--- src/rtl/alu_log_pkg.sv ---
// Shared opcodes and log-record layout for alu_log_buffer.
// ALU_OVF_EN adds a signed-overflow flag bit between carry and zero.
package alu_log_pkg;

  localparam logic [2:0] OP_ADD = 3'b000;
  localparam logic [2:0] OP_SUB = 3'b001;
  localparam logic [2:0] OP_AND = 3'b010;
  localparam logic [2:0] OP_OR  = 3'b011;
  localparam logic [2:0] OP_NOT = 3'b100;
  localparam logic [2:0] OP_XOR = 3'b101;
  localparam logic [2:0] OP_SLL = 3'b110;
  localparam logic [2:0] OP_SRL = 3'b111;

`ifdef ALU_OVF_EN
  localparam int FLAG_W = 3;
`else
  localparam int FLAG_W = 2;
`endif

  // Record is {A, B, opcode, Y, c, [v], z} from MSB to LSB.
  function automatic int z_off();
    return 0;
  endfunction

`ifdef ALU_OVF_EN
  function automatic int v_off();
    return 1;
  endfunction
`endif

  function automatic int c_off();
    return FLAG_W - 1;
  endfunction

  function automatic int y_off();
    return FLAG_W;
  endfunction

  function automatic int op_off(input int width);
    return FLAG_W + width;
  endfunction

  function automatic int b_off(input int width);
    return FLAG_W + width + 3;
  endfunction

  function automatic int a_off(input int width);
    return FLAG_W + 2 * width + 3;
  endfunction

  function automatic int rec_w(input int width);
    return FLAG_W + 3 * width + 3;
  endfunction

endpackage

--- src/rtl/alu_log_core.sv ---
// Combinational ALU feeding the log; carry is borrow for SUB.
// ALU_OVF_EN adds the signed-overflow output v_o.
module alu_log_core
  import alu_log_pkg::*;
#(
  parameter int WIDTH = 8
) (
  input  logic [WIDTH-1:0] a_i,
  input  logic [WIDTH-1:0] b_i,
  input  logic [2:0]       op_i,
  output logic [WIDTH-1:0] y_o,
  output logic             c_o
`ifdef ALU_OVF_EN
  ,
  output logic             v_o
`endif
);

  logic [WIDTH:0] sum;
  logic           shift_out;

  assign shift_out = ({1'b0, b_i} >= (WIDTH+1)'(WIDTH));

  always_comb begin
    sum = '0;
    y_o = '0;
    c_o = 1'b0;
    case (op_i)
      OP_ADD: begin
        sum = {1'b0, a_i} + {1'b0, b_i};
        y_o = sum[WIDTH-1:0];
        c_o = sum[WIDTH];
      end
      OP_SUB: begin
        y_o = a_i - b_i;
        c_o = (a_i < b_i);
      end
      OP_AND: y_o = a_i & b_i;
      OP_OR:  y_o = a_i | b_i;
      OP_NOT: y_o = ~a_i;
      OP_XOR: y_o = a_i ^ b_i;
      OP_SLL: y_o = shift_out ? '0 : (a_i << b_i);
      OP_SRL: y_o = shift_out ? '0 : (a_i >> b_i);
    endcase
  end

`ifdef ALU_OVF_EN
  always_comb begin
    v_o = 1'b0;
    if (op_i == OP_ADD)
      v_o = (a_i[WIDTH-1] == b_i[WIDTH-1]) && (y_o[WIDTH-1] != a_i[WIDTH-1]);
    else if (op_i == OP_SUB)
      v_o = (a_i[WIDTH-1] != b_i[WIDTH-1]) && (y_o[WIDTH-1] != a_i[WIDTH-1]);
  end
`endif

endmodule

--- src/rtl/alu_log_buffer.sv ---
// Registered ALU whose results are appended to a DEPTH-entry log read by logical index.
// ALU_OVF_EN widens each record by a signed-overflow bit.
module alu_log_buffer
  import alu_log_pkg::*;
#(
  parameter int WIDTH = 8,
  parameter int DEPTH = 32,
  parameter int WRAP  = 0
) (
  input  logic                       clk,
  input  logic                       rst,
  input  logic                       clear,
  input  logic                       in_valid,
  output logic                       in_ready,
  input  logic [WIDTH-1:0]           A,
  input  logic [WIDTH-1:0]           B,
  input  logic [2:0]                 opcode,
  input  logic                       read_en,
  input  logic [$clog2(DEPTH)-1:0]   read_addr,
  output logic [rec_w(WIDTH)-1:0]    data_out,
  output logic                       rd_valid,
  output logic [$clog2(DEPTH):0]     count,
  output logic [$clog2(DEPTH)-1:0]   maxfilled_addr,
  output logic                       full
);

  localparam int AW     = $clog2(DEPTH);
  localparam int REC_W  = rec_w(WIDTH);
  localparam int A_OFF  = a_off(WIDTH);
  localparam int B_OFF  = b_off(WIDTH);
  localparam int OP_OFF = op_off(WIDTH);
  localparam int Y_OFF  = y_off();
  localparam int C_OFF  = c_off();
  localparam int Z_OFF  = z_off();
  localparam logic [AW:0] DEPTH_C = (AW+1)'(DEPTH);

  logic             s1_valid_q;
  logic [WIDTH-1:0] s1_a_q, s1_b_q;
  logic [2:0]       s1_op_q;

  logic [AW-1:0]    wr_ptr_q, wr_ptr_d;
  logic [AW-1:0]    old_ptr_q, old_ptr_d;
  logic [AW:0]      count_q, count_d, count_m1;
  logic [AW-1:0]    maxfilled_q, maxfilled_d;
  logic             full_q;
  logic [REC_W-1:0] data_out_q;
  logic             rd_valid_q;

  logic [REC_W-1:0] mem [DEPTH];
  logic [REC_W-1:0] rec;
  logic [WIDTH-1:0] alu_y;
  logic             alu_c;
`ifdef ALU_OVF_EN
  logic             alu_v;
`endif

  logic [AW:0]      occ;
  logic             accept, full_now, wr_en, rd_hit;
  logic [AW-1:0]    rd_phys;

  alu_log_core #(.WIDTH(WIDTH)) u_core (
    .a_i  (s1_a_q),
    .b_i  (s1_b_q),
    .op_i (s1_op_q),
    .y_o  (alu_y),
    .c_o  (alu_c)
`ifdef ALU_OVF_EN
    ,
    .v_o  (alu_v)
`endif
  );

  // Stage-1 occupancy counts against capacity so a stalled log never drops an op.
  assign occ      = count_q + {{AW{1'b0}}, s1_valid_q};
  assign in_ready = !clear && ((WRAP != 0) || (occ < DEPTH_C));
  assign accept   = in_valid && in_ready;
  assign full_now = (count_q == DEPTH_C);
  assign wr_en    = s1_valid_q && !clear && ((WRAP != 0) || !full_now);
  assign rd_hit   = read_en && ({1'b0, read_addr} < count_q);
  assign rd_phys  = old_ptr_q + read_addr;

  always_comb begin
    rec = '0;
    rec[A_OFF +: WIDTH]  = s1_a_q;
    rec[B_OFF +: WIDTH]  = s1_b_q;
    rec[OP_OFF +: 3]     = s1_op_q;
    rec[Y_OFF +: WIDTH]  = alu_y;
    rec[C_OFF]           = alu_c;
`ifdef ALU_OVF_EN
    rec[v_off()]         = alu_v;
`endif
    rec[Z_OFF]           = (alu_y == '0);
  end

  always_comb begin
    wr_ptr_d  = wr_ptr_q;
    old_ptr_d = old_ptr_q;
    count_d   = count_q;
    if (clear) begin
      wr_ptr_d  = '0;
      old_ptr_d = '0;
      count_d   = '0;
    end else if (wr_en) begin
      wr_ptr_d = wr_ptr_q + 1'b1;
      if (full_now) old_ptr_d = old_ptr_q + 1'b1;
      else          count_d   = count_q + 1'b1;
    end
    count_m1    = count_d - 1'b1;
    maxfilled_d = (count_d == '0) ? '0 : count_m1[AW-1:0];
  end

  always_ff @(posedge clk or negedge rst) begin
    if (!rst) begin
      s1_valid_q  <= 1'b0;
      s1_a_q      <= '0;
      s1_b_q      <= '0;
      s1_op_q     <= '0;
      wr_ptr_q    <= '0;
      old_ptr_q   <= '0;
      count_q     <= '0;
      maxfilled_q <= '0;
      full_q      <= 1'b0;
      data_out_q  <= '0;
      rd_valid_q  <= 1'b0;
    end else begin
      s1_valid_q <= accept;
      if (accept) begin
        s1_a_q  <= A;
        s1_b_q  <= B;
        s1_op_q <= opcode;
      end
      wr_ptr_q    <= wr_ptr_d;
      old_ptr_q   <= old_ptr_d;
      count_q     <= count_d;
      maxfilled_q <= maxfilled_d;
      full_q      <= (count_d == DEPTH_C);
      rd_valid_q  <= rd_hit;
      if (rd_hit) data_out_q <= mem[rd_phys];
    end
  end

  // Log storage has no reset; a same-edge write to the read entry returns the old record.
  always_ff @(posedge clk) begin
    if (wr_en) mem[wr_ptr_q] <= rec;
  end

  assign data_out       = data_out_q;
  assign rd_valid       = rd_valid_q;
  assign count          = count_q;
  assign maxfilled_addr = maxfilled_q;
  assign full           = full_q;

endmodule
--- config.mk ---
export PLATFORM = sky130hd
export DESIGN_NAME = alu_log_buffer
export DESIGN_NICKNAME = d
export VERILOG_FILES = /design/src/rtl/alu_log_pkg.sv /design/src/rtl/alu_log_core.sv /design/src/rtl/alu_log_buffer.sv
export SDC_FILE = /design/constraint.sdc
export NUM_CORES = 1
export LEC_CHECK = 0
export CAP_MARGIN = 30
export CORE_ASPECT_RATIO = 1.2
export CORE_MARGIN = 1.5
export CORE_UTILIZATION = 57
export CTS_BUF_LIST = sky130_fd_sc_hd__clkbuf_2
export DETAILED_ROUTE_END_ITERATION = 7
export PLACE_DENSITY_LB_ADDON = 0.05
export SLEW_MARGIN = 5
export SYNTH_ARGS = -nofsm -noshare
export SYNTH_HDL_FRONTEND = slang
export SYNTH_SLANG_ARGS = --single-unit
export TNS_END_PERCENT = 5
--- constraint.sdc ---
create_clock -name clk -period 12.68 [get_ports clk]
set_clock_uncertainty 0.2 [all_clocks]
set_input_delay 1.268 -clock clk [delete_from_list [all_inputs] [get_ports clk]]
set_output_delay 1.268 -clock clk [all_outputs]
set_load 0.005 [all_outputs]
==> metrics.txt <==
max cap viols=0; WL per Instance=30.4 um; syn nets=1,947; CP required=13.77 ns; core box area=69,500 um^2; Setup crit start kind=register; IO buf count=71; maximum vdd drop=0.101 mV; worst hold path depth=3; Cell Rows=106; Slew HR=26.9%; Final HPWL DP=51,200 um; Total Wirelength=99,900 um; CTS root buffer=clkbuf_2; met3 Use GR=7.81%; Skew-Pair Late Insertion Delay=1.46 ns; Ys Warns=0; Seq cells post-synth=1,000; cell count after placement=2,846; initial antenna violation count=4; Slew Limit Fails=0; Setup Total Neg Slack=0 ns; slowest CP cell=fa_4; DP Worst Slack=6.14 ns; Initial DRC Count=2,543; Logic pwr share=10.8%; Sink Count=1,000; share of layout cells above drive strength 1=34.4%; vias=20,600; number of nets in the layout=2,233; initial core utilization=57.5%; drt pass-1 iters=6; routability congestion estimate=0.869; Power Density=148 nW/um^2; area of the die=71,700 um^2; number of levels in the clock H-tree=4; Longest Clk Path Bufs=3; pin count of the biggest net entering global routing=111; die width=245 um; vias in the first global route=21,300; Yosys top cell area share=69.8%; CTS tree=built; reg2reg setup slack=7.53 ns; cell count after synthesis=1,876; Area contributors post-synth=edfxtp_1 70%, mux4_2 17%, dfrtp_1 4.5%; Post-CTS Setup Inserts=0; fmax=194 MHz; Worst Max-Slew Pin Slew=1.10 ns; Setup WS post-layout=7.53 ns; Setup crit end kind=register; Main synth FF type=edfxtp_1; Slowest Stage Delay on Critical Path=1.28 ns; Int Pwr=4.91 mW; GRT Resource Usage Total=29.0%; Synth Cell Area=39,900 um^2; Top delay family on crit path=buffers and inverters; GR Util met1=41.7%; Worst Path Arrival=6.24 ns; Resize count post-CTS=0; Clock transition at path regs=0.11 ns; worst r2r path cells=8; RSZ-0062 raised after global routing=no; grt ovf=0; Most Crowded Layer GR=met2; Hold Startpoint=B[1]; clock power share=31.4%; Min-Delay Path Class=in2reg; Post-Syn Area per Cell=21.3 um^2; Vias/cell=6.29; global-route wire length before repair=144,000 um; P_sw=1.71 mW; fin cells=3,280; Worst Hold Endpoint=s1_b_q[1]; Netlist cell types=65; Worst Path Buf+Inv=2; Core Util, Final=64.4%; grt met2 use=44.2%; setup violators final=0; area grow syn2layout=12.1%; r2r endpoint=data_out[20]; sequential fraction of the synthesis area=74.3%; num ports=72; maximum net fanout on the critical path=64; leading area contributor after synthesis=edfxtp_1; cts bufs inserted=225; Post-synth EDFFs=928; Crit Path Class=reg2reg; die height=293 um; status=finished clean; crit-path cells=ha_4, fa_4, buf_4, buf_4, mux4_2, mux4_2, mux2i_1, o21ai_0; DRT antenna net count=0; Flop pwr share=57.8%; leak pwr=15.0 nW; asr flop ratio synth=7.20%; # DRC=0; reg2reg start=old_ptr_q[0]; Fin. Hold Viols=0; fin crit share=40.6%; switching share of power=25.8%; Final Critical Period=5.15 ns
[metal layers]
| layer | up-vias | part of all wire [%] |
|---|---|---|
| met4 | 0 | 2.2 |
| met5 | - | 0 |
| met1 | 10800 | 40 |
| met2 | 1164 | 47 |
| met3 | 163 | 10 |
| li1 | 8535 | - |
[metrics by stage]
step / hold slack [ns] / area [um^2] / power (mW)
2_1_floorplan: 0.268 / 39900 / 4.31
3_3_place_gp: 0.263 / 42300 / 4.57
3_5_place_dp: 0.274 / 42400 / 4.61
4_1_cts: 0.0332 / 44700 / 6.67
5_1_grt: 0.101 / 44800 / 6.90
6_report: 0.197 / 44800 / 6.62
[state kept, by name, summed over array words and instances, names as in the netlist]
signal / flops
wr_ptr_q: 5
maxfilled_addr: 5
full: 1
s1_valid_q: 1
s1_op_q: 3
mem: 928
old_ptr_q: 5
s1_a_q: 8
s1_b_q: 8
rd_valid: 1
data_out: 29
count: 6
[cells by family after synthesis]
kind of cell    after synthesis  share of synthesized area, %
buf+inv                     133                          1.38
compound gates              144                          2.29
xor+xnor                     20                         0.439
simple gates                195                          2.28
mux                         342                          18.0
flops                      1000                          74.3
fa+ha+maj                    42                          1.37
[what timing repair did]
item,CTS,global route
endpoints found under the hold margin,28,0
hold buffers,4,0
endpoints found under the setup margin,0,0
[power by group through the flow]
stage                     sequential [mW]  clock [mW]  combinational (mW)
after floorplan                      3.94           0               0.373
after global placement               3.93           0               0.644
after detailed placement             3.91           0               0.698
after CTS                            3.84        2.13               0.701
after global routing                 3.83        2.29               0.778
final                                3.83        2.07               0.715
[layout by cell type, fill, tap and decap left out, drive strengths merged, types with 4 or more instances in the layout]
cell | Yosys | routed
o21bai | 6 | 6
nor3 | 10 | 10
clkdlybuf4s50 | 0 | 70
buf | 44 | 82
mux2i | 40 | 40
xor2 | 4 | 4
clkbuf | 52 | 351
or3 | 5 | 5
inv | 37 | 43
nand2 | 73 | 73
a21oi | 32 | 32
bufinv | 0 | 5
xnor2 | 16 | 16
clkinv | 0 | 59
nand3 | 8 | 8
o21ai | 61 | 61
dfrtp | 72 | 72
nor2b | 8 | 8
mux4 | 299 | 299
ha | 39 | 39
nor2 | 64 | 64
o211ai | 6 | 6
nand2b | 4 | 4
a21o | 7 | 7
edfxtp | 928 | 928
[synthesized netlist by cell type, types with 8 or more instances]
cell type / count
edfxtp_1: 928
o21ai_0: 59
nand3_1: 8
clkbuf_1: 52
ha_1: 39
xnor2_1: 16
nand2_1: 73
buf_1: 11
inv_1: 37
nor2b_1: 8
a21oi_1: 32
mux4_2: 298
buf_2: 31
mux2i_1: 40
dfrtp_1: 72
nor2_1: 64
nor3_1: 9
[final cells by class]
class / count / area (um^2)
inverter: 37 / 139
fill: 4889 / 24700
antenna: 3 / 7.51
clock buffer: 351 / 1760
timing repair buffer: 155 / 1560
tap: 918 / 1150
sequential: 1000 / 29700
multi-input combinational: 743 / 10100
clock inverter: 73 / 435
[worst reg2reg max path: stages (launching register included)]
cell and delay [ns]:
dfrtp_1 0.42, ha_4 0.18, fa_4 1.28, buf_4 0.89, buf_4 0.84, mux4_2 0.47
mux4_2 0.49, mux2i_1 0.15, o21ai_0 0.10
[worst max path at each step]
stage | from | to | slack [ns] | depth (start not counted)
after floorplan | s1_b_q[1] | mem[0][0] | 7.74 | 12
after global placement | read_addr[0] | data_out[24] | 6.13 | 9
after detailed placement | read_addr[0] | data_out[20] | 6.14 | 9
after CTS | old_ptr_q[0] | data_out[25] | 7.52 | 8
after global routing | old_ptr_q[0] | data_out[27] | 7.35 | 8
final | old_ptr_q[0] | data_out[20] | 7.53 | 8
Note: power is estimated with default switching activity, not from simulation.
